`config.mk`:
```
export PLATFORM = sky130hd
export DESIGN_NAME = seq_detector_param
export DESIGN_NICKNAME = d
export VERILOG_FILES = /design/src/rtl/seq_detector_param.sv
export SDC_FILE = /design/constraint.sdc
export NUM_CORES = 1
export LEC_CHECK = 0
export ABC_AREA = 1
export ABC_CLOCK_PERIOD_IN_PS = 1950
export CORE_MARGIN = 3
export CORE_UTILIZATION = 25
export CTS_BUF_LIST = sky130_fd_sc_hd__clkbuf_4
export DETAILED_ROUTE_END_ITERATION = 8
export GPL_ROUTABILITY_DRIVEN = 0
export PLACE_DENSITY = 0.57
export RECOVER_POWER = 50
export SLEW_MARGIN = 20
export SYNTH_ARGS = -nofsm -noshare
export SYNTH_HDL_FRONTEND = slang
export SYNTH_SLANG_ARGS = --single-unit
```
`constraint.sdc`:
```
create_clock -name clk -period 1.95 [get_ports clk]
set_clock_uncertainty 0.15 [all_clocks]
set_input_delay 0.4875 -clock clk [delete_from_list [all_inputs] [get_ports clk]]
set_output_delay 0.4875 -clock clk [all_outputs]
set_load 0.02 [all_outputs]
```
`src/rtl/seq_detector_param.sv`:
```
// seq_detector_param: parametrised Moore serial pattern detector with saturating match counter.
// Optional idle timeout is built only when SEQDET_IDLE_TIMEOUT_EN is defined.
module seq_detector_param #(
    parameter int                 PAT_W    = 4,
    parameter logic [PAT_W-1:0]   PATTERN  = 4'b1001,
    parameter int                 CNT_W    = 8,
    parameter int                 IDLE_MAX = 16,
    localparam int                SW       = $clog2(PAT_W + 1)
) (
    input  logic             clk,
    input  logic             Reset_n,
    input  logic             en,
    input  logic             x,
    input  logic             overlap,
    input  logic             clear,
    output logic             z,
    output logic [SW-1:0]    status,
    output logic [CNT_W-1:0] match_count
);

    localparam logic [SW-1:0]    K_FULL  = SW'(PAT_W);
    localparam logic [CNT_W-1:0] CNT_MAX = '1;

    if (PAT_W < 1 || PAT_W > 16 || CNT_W < 1 || CNT_W > 16 || IDLE_MAX < 1) begin : g_param_err
        $error("seq_detector_param: illegal parameter value");
    end

    // Longest prefix of PATTERN that is a suffix of (first k pattern bits, then b).
    function automatic logic [SW-1:0] f_next(input int k, input logic b);
        logic [16:0] t;
        int          len;
        int          best;
        logic        ok;
        t    = '0;
        for (int j = 0; j < PAT_W; j++)
            if (j < k)
                t[j] = PATTERN[PAT_W-1-j];
        t[k] = b;
        len  = k + 1;
        best = 0;
        for (int m = 1; m <= PAT_W; m++) begin
            if (m <= len) begin
                ok = 1'b1;
                for (int i = 0; i < PAT_W; i++)
                    if (i < m && PATTERN[PAT_W-1-i] != t[len-m+i])
                        ok = 1'b0;
                if (ok)
                    best = m;
            end
        end
        return best[SW-1:0];
    endfunction

    logic [SW-1:0] w_tbl0 [PAT_W+1];
    logic [SW-1:0] w_tbl1 [PAT_W+1];

    for (genvar k = 0; k <= PAT_W; k++) begin : g_tbl
        assign w_tbl0[k] = f_next(k, 1'b0);
        assign w_tbl1[k] = f_next(k, 1'b1);
    end

    logic [SW-1:0]    r_state;
    logic             r_z;
    logic [CNT_W-1:0] r_cnt;
    logic [SW-1:0]    w_next;
    logic [SW-1:0]    w_idx;
    logic             w_oor;
    logic             w_hit;

    assign w_oor = ({1'b0, r_state} > {1'b0, K_FULL});
    // Non-overlap mode restarts from the empty prefix after a full match.
    assign w_idx = (r_state == K_FULL && !overlap) ? '0 : r_state;

`ifdef SEQDET_IDLE_TIMEOUT_EN
    localparam int IW = $clog2(IDLE_MAX + 1);
    logic [IW-1:0] r_idle;

    always_ff @(posedge clk or negedge Reset_n) begin
        if (!Reset_n)
            r_idle <= '0;
        else if (en)
            r_idle <= '0;
        else if (r_idle != IW'(IDLE_MAX))
            r_idle <= r_idle + 1'b1;
    end

    always_comb begin
        w_next = r_state;
        if (w_oor)
            w_next = '0;
        else if (en)
            w_next = x ? w_tbl1[w_idx] : w_tbl0[w_idx];
        else if (r_idle == IW'(IDLE_MAX - 1))
            w_next = '0;
    end
`else
    always_comb begin
        w_next = r_state;
        if (w_oor)
            w_next = '0;
        else if (en)
            w_next = x ? w_tbl1[w_idx] : w_tbl0[w_idx];
    end
`endif

    assign w_hit = !w_oor && en && (w_next == K_FULL);

    always_ff @(posedge clk or negedge Reset_n) begin
        if (!Reset_n) begin
            r_state <= '0;
            r_z     <= 1'b0;
        end else begin
            r_state <= w_next;
            r_z     <= (w_next == K_FULL);
        end
    end

    always_ff @(posedge clk or negedge Reset_n) begin
        if (!Reset_n)
            r_cnt <= '0;
        else if (clear)
            r_cnt <= '0;
        else if (w_hit && r_cnt != CNT_MAX)
            r_cnt <= r_cnt + 1'b1;
    end

    assign z           = r_z;
    assign status      = r_state;
    assign match_count = r_cnt;

endmodule

```
Word-level counts from Yosys, hierarchy flattened
Memories as Yosys holds them, arrays and structs flattened.
Cells that the tools add are included.

storage, ports and cells
  logic and storage cells = 29
  input bits = 6
  register bits = 12
  memory bits (read-only) = 48
  memories = 2

memory list
  memory            depth  bits a word  read ports  clocked after memory_dff  wr ports  line  RTL
  (name not given)  8      3            1           0                         0         102   w_next = x ? w_tbl1[w_idx] : w_tbl0[w_idx];
  (name not given)  8      3            1           0                         0         102

operators by class
  muxes and demuxes = 10
  reductions and logical operators = 7
  add/subtract/negate cells = 1
  order comparisons = 2
  bitwise gates (word level) = 1
  equal/unequal tests = 3

operator list
  cell                                                            number
  3-bit two-way mux                                               8
  8-bit two-way mux                                               2
  8-bit by 1-bit adder with 8-bit output (second input constant)  1
  8-bit inequality test (second input constant)                   1
  3-bit equality test (second input constant)                     2
  4-bit >= comparator (second input constant)                     1
  1-bit logical AND                                               4
  3-bit inverter with 4-bit output                                1
  3-bit greater-than comparator (second input constant)           1
  1-bit zero test                                                 2
  2-bit nonzero test                                              1

Depth between registers and ports, before layout
  depth in word-level cells = 15
  depth in mapped cells = 10
  mapped depth without buffers = 10

Worst setup path before layout
No wires, ideal clock.

  kind = register to register
  start = register r_cnt[0] (netlist: match_count[0])
  end = register r_cnt[7] (netlist: match_count[7])
  path slack = 0.356 ns
  cell stages (with the launch flop) = 9
  setup time = 0.117 ns
  arrival = 1.327 ns
  cell sequence = dfrtp_1 ha_1 nand2_2 nor2_2 nand2_2 nand3_4 nand2_4 nand2_1 nand2_1

on the way
  word-level cells in the longest chain between the ends = 3

ends and longest elaborated chain
  what                                                                                    line      RTL
  start, declared                                                                         64        logic [CNT_W-1:0] r_cnt;
  start signal, assigned                                                                  124       r_cnt <= r_cnt + 1'b1;
  8-bit by 1-bit adder with 8-bit output / 8-bit inequality test (equally long branches)  124, 123
  8-bit two-way mux / 1-bit logical AND (equally long branches)                           123       else if (w_hit && r_cnt != CNT_MAX)
  8-bit two-way mux / 2-bit nonzero test (equally long branches)                          n/a

Parallel ways exist; a longest one is shown, timed or not. The select of a mux whose other input is x is not followed.
A chain may end at the register's enable or synchronous reset.

Worst setup path in the final report
  start = register r_cnt[2] (netlist: match_count[2])
  end = output port match_count[2]

RTL lines
  what           line  RTL
  end, declared  18    output logic [CNT_W-1:0] match_count

No word-level cell between the ends.

==> impl_metrics.yaml <==
place:
  dp.cells: 178
  portBuffers: 17
  hpwl_um: 1410
setup_path:
  cp_max_fo: 2
  critPathCaptureType: "primary output"
  required_ns: 1.31
  worstPathArrival_ns: 1.21
  worstSetupPathType: "reg2out"
  max_stage_delay_ns: 0.60
  critPathTopFamily: "buffers and inverters"
  start_kind: "flip-flop"
  worst_path_max_delay_cell: "clkdlybuf4s50_1"
  crit_buf_inv: 1
  path_cells: "clkdlybuf4s50_1"
floorplanning:
  core-area_mm2: 0.00308
  die_y_um: 62.9
  std_cell_rows: 20
  dieArea_mm2: 0.00395
  floorplan.initialDensity_pct: 26.3
  fp.dieW_um: 62.9
  io_pins: 18
synthesis:
  syn_inst: 116
  syn_nets: 126
  yosysSeqAreaShare_pct: 37.2
  synth_top_area_share_pct: 37.2
  yosysWarnings: 0
  yosysUniqueCellTypes: 19
  synth_area_per_cell_um2: 6.97
  synth_seq_cells: 12
  netlist_area_um2: 808
  synth.area.top_cells: "dfrtp_1 (37%), nand2_1 (16%), nand3_1 (11%)"
  yosys.area.top_type: "dfrtp_1"
power_and_ir_drop:
  peakVddDrop_uv: 151
  leakage_nw: 0.531
  p_per_area_mw_per_mm2: 570
global_routing:
  grt_pass1_wl_um: 3390
  grtUsageTotal_pct: 10.3
  grt_antenna_before_repair: 0
  overflow: 0
  grt_max_degree: 17
  first_global_vias: 756
detailed_routing:
  dr_wl_met3_um: 57
  ant_nets: 0
  wl_per_cell_um: 10.1
  highest_layer: "met4"
  detail_route.iter0.violations: 27
  routed_wl_um: 1830
  dr_wl_met2_um: 933
  vias_per_cell: 4.40
  drt-met1-wl_um: 815
  via_count: 797
  drc: 0
  drtPass1Iterations: 5
sta:
  slew_headroom_pct: 55.6
  setup_viol: 0
  whs_ns: 0.453
  post-route-period-util_pct: 94.8
  hold_violations: 0
  slew_violations: 0
  rsz0062_at_grt: "no"
  worst_pin_slew_ns: 0.665
  fmax_ghz: 0.541
  final.setup.tns_ns: 0
  fin_crit_ns: 1.85
clock_tree:
  cts_buffers: 3
  cts_max_path_buffers: 2
  clk_latency_ns: 0.27
  hold_buffers: 0
  clkSinkCount: 12
  cts_tree: "built"
  ctsResizeCount: 8
  cts-root-buf: "clkbuf_4"
  path_clk_slew_ns: 0.08
  cts.htree.levels: 1
  post_cts_buffers: 0
job:
  drv_cap: 0
layout:
  drive_above_1_share_pct: 9.49
  syn2layout_area_growth_pct: 28.5
  layout.nets: 149
  insertedDiodeCount: 0
  instances_no_fill: 181
status:
  status: "finished clean"
min_path:
  hold_class: "reg2reg"
[cell families (layout without fill, tap and decap cells)]
group / after synthesis / count (layout) / share of synthesized area (%)
xor+xnor: 1 / 1 / 1.08
fa+ha+maj: 4 / 4 / 6.19
compound gates: 10 / 10 / 6.19
simple gates: 75 / 75 / 42.4
flops: 12 / 12 / 37.2
buf+inv: 14 / 35 / 6.97
[Yosys cell counts, drive strengths merged]
library cell	number
dfrtp	12
nand3	18
a21oi	7
nand3b	1
o21ai	3
nand2	38
clkbuf	1
clkinv	2
buf	1
nor2	18
inv	10
ha	4
xor2	1
[cell usage in the layout (no fill, tap or decap)]
cell type,n
ha_1,4
dfrtp_1,12
o21ai_1,1
o21ai_0,2
dlygate4sd2_1,8
clkbuf_1,3
nor2_1,15
nand2_1,35
inv_2,1
inv_1,9
clkdlybuf4s50_1,5
xor2_1,1
buf_4,2
clkbuf_4,3
clkinv_1,2
nand2_2,2
nand2_4,1
nand3_1,17
nand3_4,1
nor2_2,3
a21oi_1,7
dlygate4sd3_1,2
nand3b_1,1
[stage by stage]
stage	cell area [µm²]	total power [mW]	setup WS [ns]	utilization [%]
finish	1040	0.592	0.102	33.7
global placement	1040	0.462	0.0564	33.9
global route	1040	0.633	0.0517	33.7
floorplan	808	0.391	0.356	-
CTS	1060	0.616	0.00387	34.3
detailed placement	1040	0.464	0.0267	33.9
[sequential cells by signal, summed over array words and instances (netlist names)]
| register | flops |
|---|---|
| status | 3 |
| z | 1 |
| match_count | 8 |
[final timing paths]
check / startpoint / to / slack (ns) / depth (start not counted)
setup / recovery: match_count[2] / match_count[2] / 0.10 / 1
hold reg to reg: status[0] / z / 0.45 / 3
setup reg to reg: match_count[0] / match_count[6] / 0.33 / 8
max in group asynchronous: Reset_n / status[1] / 0.62 / 2
min in group asynchronous: Reset_n / match_count[4] / 0.60 / 2
hold / removal: status[0] / z / 0.45 / 3
[layout make-up]
type | instances | area, µm²
fill | 342 | 2040
multi-input combinational | 90 | 449
sequential | 12 | 300
timing repair buffer | 20 | 166
tap | 44 | 55.1
inverter | 12 | 45.0
clock buffer | 3 | 22.5
[report_power, final]
part / internal, mW / switching, mW
clock: 0.0714 / 0.0835
combinational: 0.0569 / 0.0986
sequential: 0.265 / 0.0159
total: 0.394 / 0.198
[routing by layer]
metal  GRT usage (%)  vias up
li1                -      409
met1            13.1      366
met2            17.0       20
met3            1.44        2
met4            4.96        0
met5               0        -
Power figures use the tool's default switching activity.
